[src/rtl/lane_swizzler_pkg.sv]
// Shared encodings for the lane swizzler tile: mode codes, FSM states and uio pin map.
package lane_swizzler_pkg;

  typedef enum logic [1:0] {
    MODE_PASS = 2'b00,
    MODE_SWAP = 2'b01,
    MODE_REV  = 2'b10,
    MODE_SPIN = 2'b11
  } mode_e;

  typedef enum logic [1:0] {
    IDLE  = 2'b00,
    READY = 2'b01,
    SPIN  = 2'b10
  } state_e;

  localparam int UIO_LOAD    = 0;
  localparam int UIO_MODE_LO = 1;
  localparam int UIO_HOLD    = 3;
  localparam int UIO_VALID   = 4;
  localparam int UIO_WRAP    = 5;
  localparam int UIO_BUSY    = 6;
  localparam int UIO_PARITY  = 7;

  localparam logic [7:0] UIO_OE_VALUE = 8'hF0;

endpackage

[src/rtl/lane_permute.sv]
// Combinational lane permutation: pass, half-swap or lane-reverse of one word.
module lane_permute
  import lane_swizzler_pkg::*;
#(
  parameter int WIDTH = 8,
  parameter int LANE  = 2
) (
  input  logic [WIDTH-1:0] i_word,
  input  logic [1:0]       i_mode,
  output logic [WIDTH-1:0] o_word
);

  localparam int NLANES = WIDTH / LANE;

  logic [WIDTH-1:0] w_rev;

  // Lane order reversed, bits inside each lane keep their order.
  genvar gi;
  generate
    for (gi = 0; gi < NLANES; gi++) begin : g_rev
      assign w_rev[gi*LANE +: LANE] = i_word[(NLANES-1-gi)*LANE +: LANE];
    end
  endgenerate

  always_comb begin
    o_word = i_word;
    case (mode_e'(i_mode))
      MODE_SWAP: o_word = {i_word[WIDTH/2-1:0], i_word[WIDTH-1:WIDTH/2]};
      MODE_REV:  o_word = w_rev;
      default:   o_word = i_word;
    endcase
  end

endmodule

[src/rtl/tt_um_lane_swizzler.sv]
// Registered lane-permutation tile with spin mode and status pins.
// Optional parity output enabled by defining SWIZZLE_PARITY_EN.
module tt_um_lane_swizzler
  import lane_swizzler_pkg::*;
#(
  parameter int LANE = 2
) (
  input  logic       clk,
  input  logic       rst_n,
  input  logic       ena,
  input  logic [7:0] ui_in,
  input  logic [7:0] uio_in,
  output logic [7:0] uo_out,
  output logic [7:0] uio_out,
  output logic [7:0] uio_oe
);

  localparam int NLANES = 8 / LANE;
  localparam int CW     = (NLANES > 1) ? $clog2(NLANES) : 1;

  logic [7:0]    r_data;
  logic [7:0]    r_out;
  logic [CW-1:0] r_cnt;
  state_e        r_state;
  logic          r_wrap;
  logic          r_wrap_pend;
  logic          w_par;

  logic          w_load;
  logic [1:0]    w_mode;
  logic          w_hold;
  logic          w_spin_req;
  logic          w_last;
  logic [7:0]    w_perm;
  logic [7:0]    w_rot;
  logic          w_unused;

  assign w_load     = uio_in[UIO_LOAD];
  assign w_mode     = uio_in[UIO_MODE_LO +: 2];
  assign w_hold     = uio_in[UIO_HOLD];
  assign w_spin_req = (mode_e'(w_mode) == MODE_SPIN) && !w_hold;
  assign w_last     = (r_cnt == CW'(NLANES - 1));
  assign w_rot      = {r_data[7-LANE:0], r_data[7:8-LANE]};
  assign w_unused   = &{1'b0, uio_in[7:4]};

  lane_permute #(
    .WIDTH (8),
    .LANE  (LANE)
  ) u_permute (
    .i_word (r_data),
    .i_mode (w_mode),
    .o_word (w_perm)
  );

  // The wrapping rotation lands in r_data one cycle before it reaches r_out,
  // so the wrap flag is staged through r_wrap_pend to line up with r_out.
  always_ff @(posedge clk or negedge rst_n) begin
    if (!rst_n) begin
      r_data      <= 8'h00;
      r_out       <= 8'h00;
      r_cnt       <= '0;
      r_state     <= IDLE;
      r_wrap      <= 1'b0;
      r_wrap_pend <= 1'b0;
    end else if (ena) begin
      r_out       <= w_perm;
      r_wrap      <= r_wrap_pend;
      r_wrap_pend <= 1'b0;
      if (w_load) begin
        r_data  <= ui_in;
        r_cnt   <= '0;
        r_state <= READY;
      end else begin
        case (r_state)
          IDLE: r_state <= IDLE;
          READY: begin
            if (w_spin_req) r_state <= SPIN;
          end
          SPIN: begin
            if (!w_spin_req) begin
              r_state <= READY;
            end else begin
              r_data      <= w_rot;
              r_cnt       <= w_last ? '0 : r_cnt + CW'(1);
              r_wrap_pend <= w_last;
            end
          end
          default: r_state <= IDLE;
        endcase
      end
    end else begin
      r_wrap <= 1'b0;
    end
  end

`ifdef SWIZZLE_PARITY_EN
  logic r_par;
  always_ff @(posedge clk or negedge rst_n) begin
    if (!rst_n)   r_par <= 1'b0;
    else if (ena) r_par <= ^r_data;
  end
  assign w_par = r_par;
`else
  assign w_par = 1'b0;
`endif

  assign uo_out  = r_out;
  assign uio_out = {w_par, (r_state == SPIN), r_wrap, (r_state != IDLE), 4'b0000};
  assign uio_oe  = UIO_OE_VALUE;

endmodule

[config.mk]
export PLATFORM = sky130hd
export DESIGN_NAME = tt_um_lane_swizzler
export DESIGN_NICKNAME = d
export VERILOG_FILES = /design/src/rtl/lane_swizzler_pkg.sv /design/src/rtl/lane_permute.sv /design/src/rtl/tt_um_lane_swizzler.sv
export SDC_FILE = /design/constraint.sdc
export NUM_CORES = 1
export LEC_CHECK = 0
export BUFFER_PORTS_ARGS = -buffer_cell sky130_fd_sc_hd__buf_2
export CORE_MARGIN = 3
export CORE_UTILIZATION = 50
export DETAILED_ROUTE_END_ITERATION = 10
export GPL_TIMING_DRIVEN = 0
export PLACE_DENSITY_LB_ADDON = 0.08
export SYNTH_ARGS = -nofsm -noshare
export SYNTH_HDL_FRONTEND = slang
export SYNTH_SLANG_ARGS = --single-unit
[constraint.sdc]
create_clock -name clk -period 1.45 [get_ports clk]
set_input_delay 0 -clock clk [delete_from_list [all_inputs] [get_ports clk]]
set_output_delay 0 -clock clk [all_outputs]
set_load 0.05 [all_outputs]
# Yosys cells after proc, flatten, opt, wreduce, memory -nomap -nowiden

Cells that the tools add are included.

Add/sub/neg operators: 1
Multiply operators: 0
Divide/modulo/power cells: 0
Magnitude comparators: 0
Eq/ne operators: 8
Shifts and indexed selects: 0
Mux-type cells: 16
Bitwise gates (word level): 0
Reductions and logical operators: 7

Operator list:

| cell                  | count |
|---|---|
| $mux W8               | 3 |
| $pmux W8 S2           | 1 |
| $mux W2               | 7 |
| $eq A2 B2 Y1 const B  | 4 |
| $ne A3 B3 Y1 const B  | 2 |
| $reduce_and A3 Y1     | 2 |
| $reduce_bool A2 Y1    | 3 |
| $eq A2 B1 Y1 const B  | 2 |
| $mux W1               | 4 |
| $pmux W2 S2           | 1 |
| $add A2 B1 Y2 const B | 1 |
| $logic_and A1 B1 Y1   | 1 |
| $logic_not A1 Y1      | 1 |

Flip-flop bits (word level): 22
Latch bits: 0
Bits in writable memories: 0
Memory bits (read-only): 0
Input bits: 19
Output and inout port bits: 24
Word-level logic and storage cells: 38
Memories: 0

# Longest topological paths before layout

Word-level depth: 5
Gate-level depth with buffers: 6
Mapped depth without buffers: 5

# Hierarchy

A second synthesis with hierarchy kept.

Cells, all modules: 143
Area total of the unflattened synthesis: 1408.9 µm²

Modules (own cells, without submodules):

| module              | instances | cells an instance | area an instance (µm²) | seq. area each (µm²) |
|---|---|---|---|---|
| tt_um_lane_swizzler | 1         | 112               | 1224.9                 | 550.5 |
| lane_permute        | 1         | 31                | 183.9                  | 0.0 |

# Worst setup path before layout

OpenSTA, ideal clock, no wires.

Path kind: reg-to-reg
Start: register r_state[0]
End: register r_state[1]
Library setup time: 0.101 ns
Arrival time: 1.159 ns
Data required time: 1.349 ns
Setup slack: 0.190 ns
Cell stages (with the launch flop): 4
Path buffers: 0
Period minus slack after synthesis: 1.260 ns
Cell sequence: dfrtp_1 and2b_1 a21oi_1 o32ai_1

Longest elaborated chain between the ends: 3
Elaborated cells on any way between the ends: 7
Those cells by class: eq/ne (4); mux (2); reduce/logical (1)

RTL lines:

| element                                                | RTL line                  | RTL |
|---|---|---|
| start: declaration                                     | tt_um_lane_swizzler.sv:24 | `state_e r_state;` |
| start signal: assignment                               | tt_um_lane_swizzler.sv:62 | `r_state <= IDLE;` |
| start signal: assignment                               | tt_um_lane_swizzler.sv:72 | `r_state <= READY;` |
| start signal: assignment                               | tt_um_lane_swizzler.sv:75 | `IDLE: r_state <= IDLE;` |
| $eq A2 B2 Y1 *                                         | n/a                       |  |
| via uio_out[6]                                         | tt_um_lane_swizzler.sv:14 | `output logic [7:0] uio_out,` |
| $ne A3 B3 Y1 (no line) or $pmux W2 S2 (tied branches)  | n/a                       |  |
| $reduce_and A3 Y1 (no line) or $mux W2 (tied branches) | n/a                       |  |

Mark *: on every way through the listed nets, which the timed path passes. The rest lies on a longest branch.
A chain may end at the register's enable or synchronous reset.

# Worst setup path in the final report

Start: register r_state[0]
End: output port uio_out[6]

Longest elaborated chain between the ends: 1

RTL lines:

| element          | RTL line                   | RTL |
|---|---|---|
| $eq A2 B2 Y1     | tt_um_lane_swizzler.sv:108 | `assign uio_out = {w_par, (r_state == SPIN), r_wrap, (r_state != IDLE), 4'b0000};` |
| end: declaration | tt_um_lane_swizzler.sv:14  |  |

Every way passes these cells.

==> flow_summary.json <==
{
  "grt_pass1_vias": 991,
  "drt-vias-per-instance": 5.46,
  "initial_core_util_pct": 53.9,
  "grt.overflow.total": 0,
  "synth_top_area_share_pct": 40.5,
  "ctsResizeCount": 0,
  "leakagePower_nw": 0.781,
  "syn_to_final_growth_pct": 19.2,
  "ys_seq_area_share_pct": 40.5,
  "dr_total_vias": 1153,
  "required_ns": 1.45,
  "fp-row-count": 18,
  "io_pins": 43,
  "yosys.area.top_type": "dfrtp_1",
  "cts_hold_buf": 4,
  "avgSynthCellArea_um2": 9.78,
  "cpPeakStageDelay_ns": 0.44,
  "dieWidth_um": 58.1,
  "cpLargestDelayFamily": "flip-flops",
  "worstReg2RegEnd": "r_data[3]$_DFFE_PN0P_",
  "h-tree-depth": 1,
  "rsz0062_at_grt": "false",
  "clockRootBuffer": "clkbuf_4",
  "detail_route.wl_per_cell_um": 13.8,
  "die_area_um2": 3380,
  "setup_ws_ns": 0.193,
  "arrival_ns": 1.26,
  "clkTransAtPathRegs_ns": 0.11,
  "wirelength_mm": 2.91,
  "drv_slew": 0,
  "whs_ns": 0.0185,
  "fin_crit_ns": 1.26,
  "drt-pass1-iter-count": 4,
  "setup_violations": 0,
  "maxCapViolCount": 0,
  "synth_warnings": 0,
  "synthCells": 139,
  "total_power_mw": 1.59,
  "io_buffers": 24,
  "vdd_ir_drop_max_uv": 684,
  "critPathKind": "reg2out",
  "numCtsBuffers": 3,
  "final_antenna_net_count": 0,
  "r2r-start": "r_state[0]$_DFFE_PN0P_",
  "crit_path_start_kind": "flop",
  "fillers": 232,
  "syn_area_um2": 1360,
  "cts_tree": "built",
  "min_from": "ui_in[0]",
  "drive_above_1_share_pct": 31.5,
  "synthTopCellsByCount": "22 x dfrtp_1, 15 x buf_4, 10 x inv_1",
  "clk_latency_ns": 0.30,
  "grt_max_degree": 23,
  "rr_worst_depth": 4,
  "cts_setup_buffers": 0,
  "end_kind": "primary output",
  "fin_tns_setup_ns": 0,
  "coreArea_um2": 2520,
  "drc": 0,
  "gp_congestion": 0.806,
  "max_freq_mhz": 795,
  "yosysMostFrequentCell": "dfrtp_1",
  "die_y_um": 58.1,
  "insertedDiodeCount": 0,
  "synth-edff-count": 0,
  "hold_depth": 3,
  "path_buf_inv": 1,
  "drtIter0Drc": 32,
  "synth_area_leaders": "dfrtp_1 41%, buf_4 8.3%, a221oi_1 5.2%, o2bb2ai_1 5.2%, ha_1 3.7%",
  "async_flop_share_pct": 100,
  "fin_skew_ns": 0.00116,
  "antenna_found_initial": 0,
  "grt_use_total_pct": 17.6,
  "hpwl_mm": 2.13,
  "power_density_nw_per_um2": 978,
  "finalCritPeriodShare_pct": 86.7,
  "status": "completed",
  "holdPathEnd": "r_data[0]$_DFFE_PN0P_",
  "slowest_stage": "dfrtp_1",
  "synthDistinctLibCells": 36,
  "fin_nets": 206,
  "path_max_fanout": 5,
  "ys.flop_type": "dfrtp_1",
  "path_cells": "and2b_1 > buf_2",
  "grt_pass1_wl_mm": 4.63,
  "place_ws_ns": 0.240,
  "hold_violations": 0,
  "clock_sinks": 22,
  "synth_seq_cells": 22,
  "max-clock-path-buffers": 2,
  "min_path_type": "in2reg",
  "rrSetupSlack_ns": 0.22
}
logic make-up (layout without fill, tap and decap cells):
| group | Yosys count | after routing | share of synthesized area, % |
|---|---|---|---|
| flops | 22 | 22 | 40.5 |
| simple gates | 28 | 28 | 12.6 |
| other cells | 2 | 13 | 0.553 |
| compound gates | 48 | 48 | 27.3 |
| buf+inv | 35 | 66 | 15.4 |
| fa+ha+maj | 4 | 4 | 3.68 |
area by class of cell:
| cell class | instances | area [um^2] | area share (%) |
|---|---|---|---|
| Buffer | 24 | 168 | 10.3 |
| Clock buffer | 3 | 22.5 | 1.39 |
| Inverter | 11 | 41.3 | 2.55 |
| Multi-Input combinational cell | 93 | 641 | 39.5 |
| Sequential cell | 22 | 551 | 34.0 |
| Tap cell | 30 | 37.5 | 2.32 |
| Timing Repair Buffer | 28 | 160 | 9.88 |
worst register-to-register path, delay by kind of cell, from the launching register on:
family | cells | cell delay [ns]
DFF | 1 | 0.44
AOI/OAI and AO/OA | 2 | 0.30
and+or+nand+nor | 1 | 0.21
buffers and inverters | 1 | 0.17
cell usage in the layout (no fill, tap or decap), drive strengths merged, types with 2 or more instances in the layout:
cell / synthesis / layout
nor2: 5 / 5
nand3b: 2 / 2
clkbuf: 2 / 5
a221oi: 9 / 9
inv: 11 / 11
a211oi: 2 / 2
conb: 2 / 13
a21oi: 3 / 3
a22oi: 4 / 4
dlygate4sd3: 0 / 4
o31ai: 4 / 4
o2bb2ai: 8 / 8
dfrtp: 22 / 22
nand2: 5 / 5
ha: 4 / 4
o21ai: 9 / 9
o22ai: 6 / 6
nor3: 5 / 5
nand2b: 5 / 5
buf: 22 / 46
metal layers:
layer	wire, um	part of all wire (%)	vias to the layer above	track usage [%]
li1	-	-	572	-
met1	1370	47	535	25.2
met2	1310	45	41	27.6
met3	191	6.6	5	2.00
met4	40	1.4	0	5.96
met5	0	0	-	0
power breakdown:
group	total [mW]	internal, mW	leakage (nW)	switching [mW]
logic	0.549	0.173	0.499	0.376
registers	0.762	0.688	0.268	0.0742
clock network	0.274	0.0971	0.0138	0.177
registers in the layout (all words and copies together), names as in the netlist:
name,flops
r_wrap_pend,1
r_state,2
r_cnt,2
r_data,8
uo_out,8
r_wrap,1
worst max-delay path by stage:
stage	end	depth (start not counted)	slack, ns	startpoint
finish	uio_out[6]	2	0.19	r_state[0]$_DFFE_PN0P_
detailed placement	r_data[3]$_DFFE_PN0P_	4	0.24	r_state[0]$_DFFE_PN0P_
global route	uio_out[6]	2	0.12	r_state[0]$_DFFE_PN0P_
floorplan	r_state[1]$_DFFE_PN0P_	3	0.19	r_state[0]$_DFFE_PN0P_
global placement	r_data[3]$_DFFE_PN0P_	4	0.28	r_state[0]$_DFFE_PN0P_
CTS	uio_out[6]	2	0.20	r_state[0]$_DFFE_PN0P_
metrics by stage:
step	instances	instance area, um^2	utilization (%)
6_report	211	1620	64.2
5_1_grt	211	1620	64.2
4_1_cts	211	1620	64.2
3_5_place_dp	204	1560	61.8
3_3_place_gp	204	1560	61.8
2_1_floorplan	150	1400	-
Power figures use the tool's default switching activity.
